## src/rtl/ldpc_sched_pkg.sv

```systemverilog
// Shared types and constants for the LDPC iteration scheduler.
package ldpc_sched_pkg;

  localparam int unsigned DRAIN_BITS = 4;

  typedef enum logic [3:0] {
    StIdle,
    StCnInit,
    StCnRun,
    StCnDrain,
    StVnInit,
    StVnRun,
    StVnDrain,
    StCheck,
    StDone
  } sched_state_t;

endpackage

```

## src/rtl/ldpc_decode_scheduler.sv

```systemverilog
// LDPC iteration sequencer: alternates CN/VN address sweeps, drains the update
// pipeline, checks the syndrome and stops on convergence or the iteration limit.
module ldpc_decode_scheduler
  import ldpc_sched_pkg::*;
#(
  parameter int unsigned NUM_BITS  = 8,
  parameter int unsigned CN_COUNT  = 4,
  parameter int unsigned VN_COUNT  = 6,
  parameter int unsigned PIPE_LAT  = 2,
  parameter int unsigned MAX_ITER  = 10,
  parameter int unsigned ITER_BITS = 4
) (
  input  logic                 clk,
  input  logic                 reset,
  input  logic                 start,
  input  logic                 abort,
  input  logic                 syndrome_ok,
  input  logic [NUM_BITS-1:0]  cn_addr,
  input  logic [NUM_BITS-1:0]  vn_addr,
  output logic                 cn_ag_enable,
  output logic                 cn_ag_reset,
  output logic                 vn_ag_enable,
  output logic                 vn_ag_reset,
  output logic                 cn_active,
  output logic                 vn_active,
  output logic                 busy,
  output logic                 done,
  output logic                 converged,
  output logic [ITER_BITS-1:0] iter_count
);

  localparam logic [NUM_BITS-1:0]   CnLast    = NUM_BITS'(CN_COUNT - 1);
  localparam logic [NUM_BITS-1:0]   VnLast    = NUM_BITS'(VN_COUNT - 1);
  localparam logic [DRAIN_BITS-1:0] DrainLast = DRAIN_BITS'((PIPE_LAT == 0) ? 0 : PIPE_LAT - 1);
  localparam logic [ITER_BITS-1:0]  IterMax   = ITER_BITS'(MAX_ITER);
  localparam bit                    NoDrain   = (PIPE_LAT == 0);

  sched_state_t          state_q, state_d;
  logic [DRAIN_BITS-1:0] drain_q;
  logic [ITER_BITS-1:0]  iter_q;
  logic                  conv_q;

  always_ff @(posedge clk) begin
    if (reset) state_q <= StIdle;
    else       state_q <= state_d;
  end

  always_comb begin
    state_d = state_q;
    unique case (state_q)
      StIdle:    if (start) state_d = StCnInit;
      StCnInit:  state_d = StCnRun;
      StCnRun:   if (cn_addr == CnLast) state_d = NoDrain ? StVnInit : StCnDrain;
      StCnDrain: if (drain_q == DrainLast) state_d = StVnInit;
      StVnInit:  state_d = StVnRun;
      StVnRun:   if (vn_addr == VnLast) state_d = NoDrain ? StCheck : StVnDrain;
      StVnDrain: if (drain_q == DrainLast) state_d = StCheck;
      StCheck: begin
        if (syndrome_ok || iter_q == IterMax) state_d = StDone;
        else                                  state_d = StCnInit;
      end
      StDone:    state_d = StIdle;
      default:   state_d = StIdle;
    endcase
    if (abort && state_q != StIdle) state_d = StIdle;
  end

  // Drain counter only runs while parked in a drain state; any exit clears it.
  always_ff @(posedge clk) begin
    if (reset) begin
      drain_q <= '0;
      iter_q  <= '0;
      conv_q  <= 1'b0;
    end else begin
      if ((state_q == StCnDrain || state_q == StVnDrain) && state_d == state_q) begin
        drain_q <= drain_q + 1'b1;
      end else begin
        drain_q <= '0;
      end
      if (state_q == StIdle && start) begin
        iter_q <= '0;
        conv_q <= 1'b0;
      end
      if (state_d == StCheck && state_q != StCheck) iter_q <= iter_q + 1'b1;
      if (state_q == StCheck && state_d == StDone) conv_q <= syndrome_ok;
    end
  end

  always_comb begin
    cn_ag_enable = 1'b0;
    cn_ag_reset  = 1'b0;
    vn_ag_enable = 1'b0;
    vn_ag_reset  = 1'b0;
    cn_active    = 1'b0;
    vn_active    = 1'b0;
    busy         = (state_q != StIdle);
    done         = (state_q == StDone);
    unique case (state_q)
      StCnInit: begin
        cn_ag_enable = 1'b1;
        cn_ag_reset  = 1'b1;
      end
      StCnRun: begin
        cn_active    = 1'b1;
        cn_ag_enable = (cn_addr != CnLast);
      end
      StVnInit: begin
        vn_ag_enable = 1'b1;
        vn_ag_reset  = 1'b1;
      end
      StVnRun: begin
        vn_active    = 1'b1;
        vn_ag_enable = (vn_addr != VnLast);
      end
      default: ;
    endcase
  end

  assign converged  = conv_q;
  assign iter_count = iter_q;

endmodule

```

## config.mk

```make
export PLATFORM = sky130hd
export DESIGN_NAME = ldpc_decode_scheduler
export DESIGN_NICKNAME = d
export VERILOG_FILES = /design/src/rtl/ldpc_sched_pkg.sv /design/src/rtl/ldpc_decode_scheduler.sv
export SDC_FILE = /design/constraint.sdc
export NUM_CORES = 1
export LEC_CHECK = 0
export BUFFER_PORTS_ARGS = -buffer_cell sky130_fd_sc_hd__buf_4
export CORE_MARGIN = 5
export CORE_UTILIZATION = 45
export DETAILED_ROUTE_END_ITERATION = 7
export GPL_TIMING_DRIVEN = 0
export PLACE_DENSITY_LB_ADDON = 0.08
export SYNTH_ARGS = -nofsm -noshare
export SYNTH_HDL_FRONTEND = slang
export SYNTH_SLANG_ARGS = --single-unit
```

## constraint.sdc

```tcl
create_clock -name clk -period 1.95 [get_ports clk]
set_input_delay 0.195 -clock clk [delete_from_list [all_inputs] [get_ports clk]]
set_output_delay 0.195 -clock clk [all_outputs]
set_load 0.005 [all_outputs]
```

==> metrics.md <==
| Metric | Value |
|---|---|
| Cell Chain, Critical Path | `inv_2 -> ha_4 -> or3b_4 -> o21a_4 -> a2111o_1 -> a21oi_2 -> mux2_4` |
| Total chip power | `677 uW` |
| Final setup fails | `1` |
| Synthesized flop and latch total | `13` |
| Initial antenna violation count | `0` |
| Post-route design area | `0.00157 mm^2` |
| Detailed Place HPWL | `2000 um` |
| Longest Clk Path Bufs | `2` |
| Met3 Track Usage GR | `0.0401` |
| Critical path buffers and inverters | `1` |
| GR peak layer | `met2` |
| GRT Resource Usage Total | `0.173` |
| Syn Nets | `134` |
| MaxCap Viol Count | `0` |
| Post-synthesis xor/xnor area fraction | `0.0168` |
| Multiplexer share of the synthesized area | `0.0108` |
| RSZ-0062 raised after global routing | `yes` |
| CTS Hold Bufs | `0` |
| Tcrit/Tclk final | `1.06` |
| Register area share after synthesis | `0.250` |
| P per Cell Area | `432 mW/mm^2` |
| Synthesis-to-finish area growth | `50.2%` |
| Max VDD drop | `417 uV` |
| Grt met2 use | `0.297` |
| Achievable Freq | `0.485 GHz` |
| Gpl congestion | `0.788` |
| Worst setup margin | `-110 ps` |
| Async set-or-reset flop fraction in the synthesized netlist | `0` |
| Clock transition at the registers of the reported paths | `90 ps` |
| WP data required | `2140 ps` |
| Synth Warn # | `0` |
| Core Box Area | `0.00221 mm^2` |
| Final hold viol count | `0` |
| Largest net degree at the start of global routing | `11` |
| Post-synthesis simple-gate area fraction | `0.343` |
| Failing checks | `negative setup slack` |
| Adder-Cell Fraction of Synth Area | `0.0480` |
| CTS tree | `built` |
| Non-filler cells, final | `185` |
| Slowest CP cell | `or3b_4` |
| Outcome | `complete, but fails checks` |
| PortBufs | `33` |
| Slew headroom | `0.692` |
| Vias | `1089` |
| CP Data Arrival Time | `2250 ps` |
| Mean post-synth cell area | `9.56 um^2` |
| DR pass1 iterations | `4` |
| Placed inst area | `0.00134 mm^2` |
| CTS sink count | `13` |
| Fin nets | `183` |
| Drt total wl | `2860 um` |
| Crit path kind | `reg2reg` |
| Synth top area cells | `dfxtp_1, ha_1, nor4_2` |
| Vias in the first global route | `1028` |
| Avg WL per Cell | `15.5 um` |
| # DRC | `0` |
| Antenna Cells | `0` |
| H-tree depth | `1` |
| DRT antenna net count | `0` |
| Worst-Skew Late Latency | `290 ps` |
| Final Skew | `3.86 ps` |
| Worst-path fanout max | `4` |
| Lkg Pwr | `0.000614 uW` |
| # fillers | `179` |
| Top-count cell post-synth | `dfxtp_1` |
| Die X | `58.1 um` |
| Slew of the pin with the lowest slew margin | `460 ps` |
| Synthesized area | `0.00104 mm^2` |
| First-pass GRT wire length | `4610 um` |
| EDFF count, synth | `0` |
| Area share of the largest cell type after synthesis | `0.250` |
| Global routing usage on met1 | `0.203` |
| Critical path capture point type | `flip-flop` |
| Violation count after the first detailed-route iteration | `14` |
| Main combinational cell family by area after synthesis | `simple AND/OR/NAND/NOR gates` |
| Initial Util | `0.471` |
| Root Buffer Master | `clkbuf_4` |
| GR Overflow Total | `0` |
| Slew Limit Fails | `0` |
| Worst hold path type | `in2reg` |
| Top FF cell, synth | `dfxtp_1` |
| Synth Instances | `109` |
| Compound-Gate Fraction of Synth Area | `0.267` |
| Die Ht | `58.1 um` |
| Synth area leader | `dfxtp_1` |
| Die Area | `0.00338 mm^2` |
| Placed instance count | `170` |
| CP peak stage delay | `410 ps` |
| DR vias/cell | `5.89` |
| Share of layout cells above drive strength 1 | `0.573` |
| Yosys cell types | `56` |
| FP Rows | `17` |
| Io pins | `34` |
| Critical Path Start Type | `flip-flop` |
| Final min period | `2060 ps` |
| Inserted Clock Buffers | `3` |
| Top cells by count, synth | `dfxtp_1, inv_1, a21oi_1` |
| CP top delay family | `compound AO/OA/AOI/OAI gates` |
[stage by stage]
step	utilization	setup TNS, ps	hold WS [ps]	worst slack, ps
floorplan	-	-47.1	274	-47.1
global placement	0.606	-204	442	-128
detailed placement	0.606	-394	441	-144
CTS	0.649	-181	145	-107
global route	0.708	-523	151	-159
finish	0.708	-110	139	-110
[metal layers]
metal	share of wire	up-vias
li1	-	523
met1	0.41	536
met2	0.53	23
met3	0.041	7
met4	0.020	0
met5	0	-
[cell usage in the layout, fill, tap and decap left out, types with 3 or more instances in the layout]
| cell | synthesis | routed |
|---|---|---|
| a21oi_2 | 1 | 4 |
| buf_4 | 1 | 43 |
| buf_6 | 1 | 3 |
| clkbuf_4 | 0 | 6 |
| dfxtp_1 | 13 | 8 |
| dfxtp_2 | 0 | 4 |
| ha_1 | 4 | 3 |
| inv_1 | 7 | 6 |
| nand2_1 | 3 | 3 |
| nand2b_1 | 4 | 4 |
| nand3_1 | 3 | 3 |
| nor2_1 | 4 | 4 |
| nor3_1 | 3 | 3 |
| nor3b_1 | 4 | 4 |
| nor4_2 | 4 | 3 |
[cells by family (layout without fill, tap and decap cells)]
kind of cell | after synthesis | in the layout
simple gates | 44 | 44
compound gates | 31 | 31
buf+inv | 14 | 62
flops | 13 | 13
fa+ha+maj | 4 | 4
xor+xnor | 2 | 2
mux | 1 | 1
[layout make-up]
| type | instances | area [um^2] | share of cell area |
|---|---|---|---|
| tap | 28 | 35.0 | 0.0224 |
| clock buffer | 4 | 26.3 | 0.0168 |
| inverter | 8 | 30.0 | 0.0192 |
| buffer | 6 | 45.0 | 0.0288 |
| multi-input combinational | 82 | 822 | 0.525 |
| timing repair buffer | 44 | 338 | 0.216 |
| sequential | 13 | 269 | 0.172 |
[power breakdown]
| group | leakage, uW | internal (uW) | switching, uW | total, uW |
|---|---|---|---|---|
| Clock | 0.0000150 | 79.6 | 100 | 180 |
| Sequential | 0.000108 | 269 | 5.24 | 274 |
| Combinational | 0.000492 | 113 | 110 | 223 |
[flip-flops by register name (all words and copies together) (netlist names)]
name,cells
drain_q,4
converged,1
iter_count,4
state_q,4
[worst paths after layout]
check,end,slack (ps),startpoint,cells past startpoint
min reg2reg,iter_count[2]$_SDFFE_PP0P_,550,iter_count[2]$_SDFFE_PP0P_,2
min,state_q[2]$_SDFF_PP0_,140,abort,2
max reg2reg,iter_count[1]$_SDFFE_PP0P_,-110,drain_q[1]$_SDFF_PP0_,7
max,iter_count[1]$_SDFFE_PP0P_,-110,drain_q[1]$_SDFF_PP0_,7
[what timing repair did]
action,in CTS,in global routing
setup endpoints to repair,8,9
buffers inserted,5,6
gates resized for setup,4,21
gates cloned,0,0
pin swaps,5,10
Note: power is estimated with default switching activity, not from simulation.
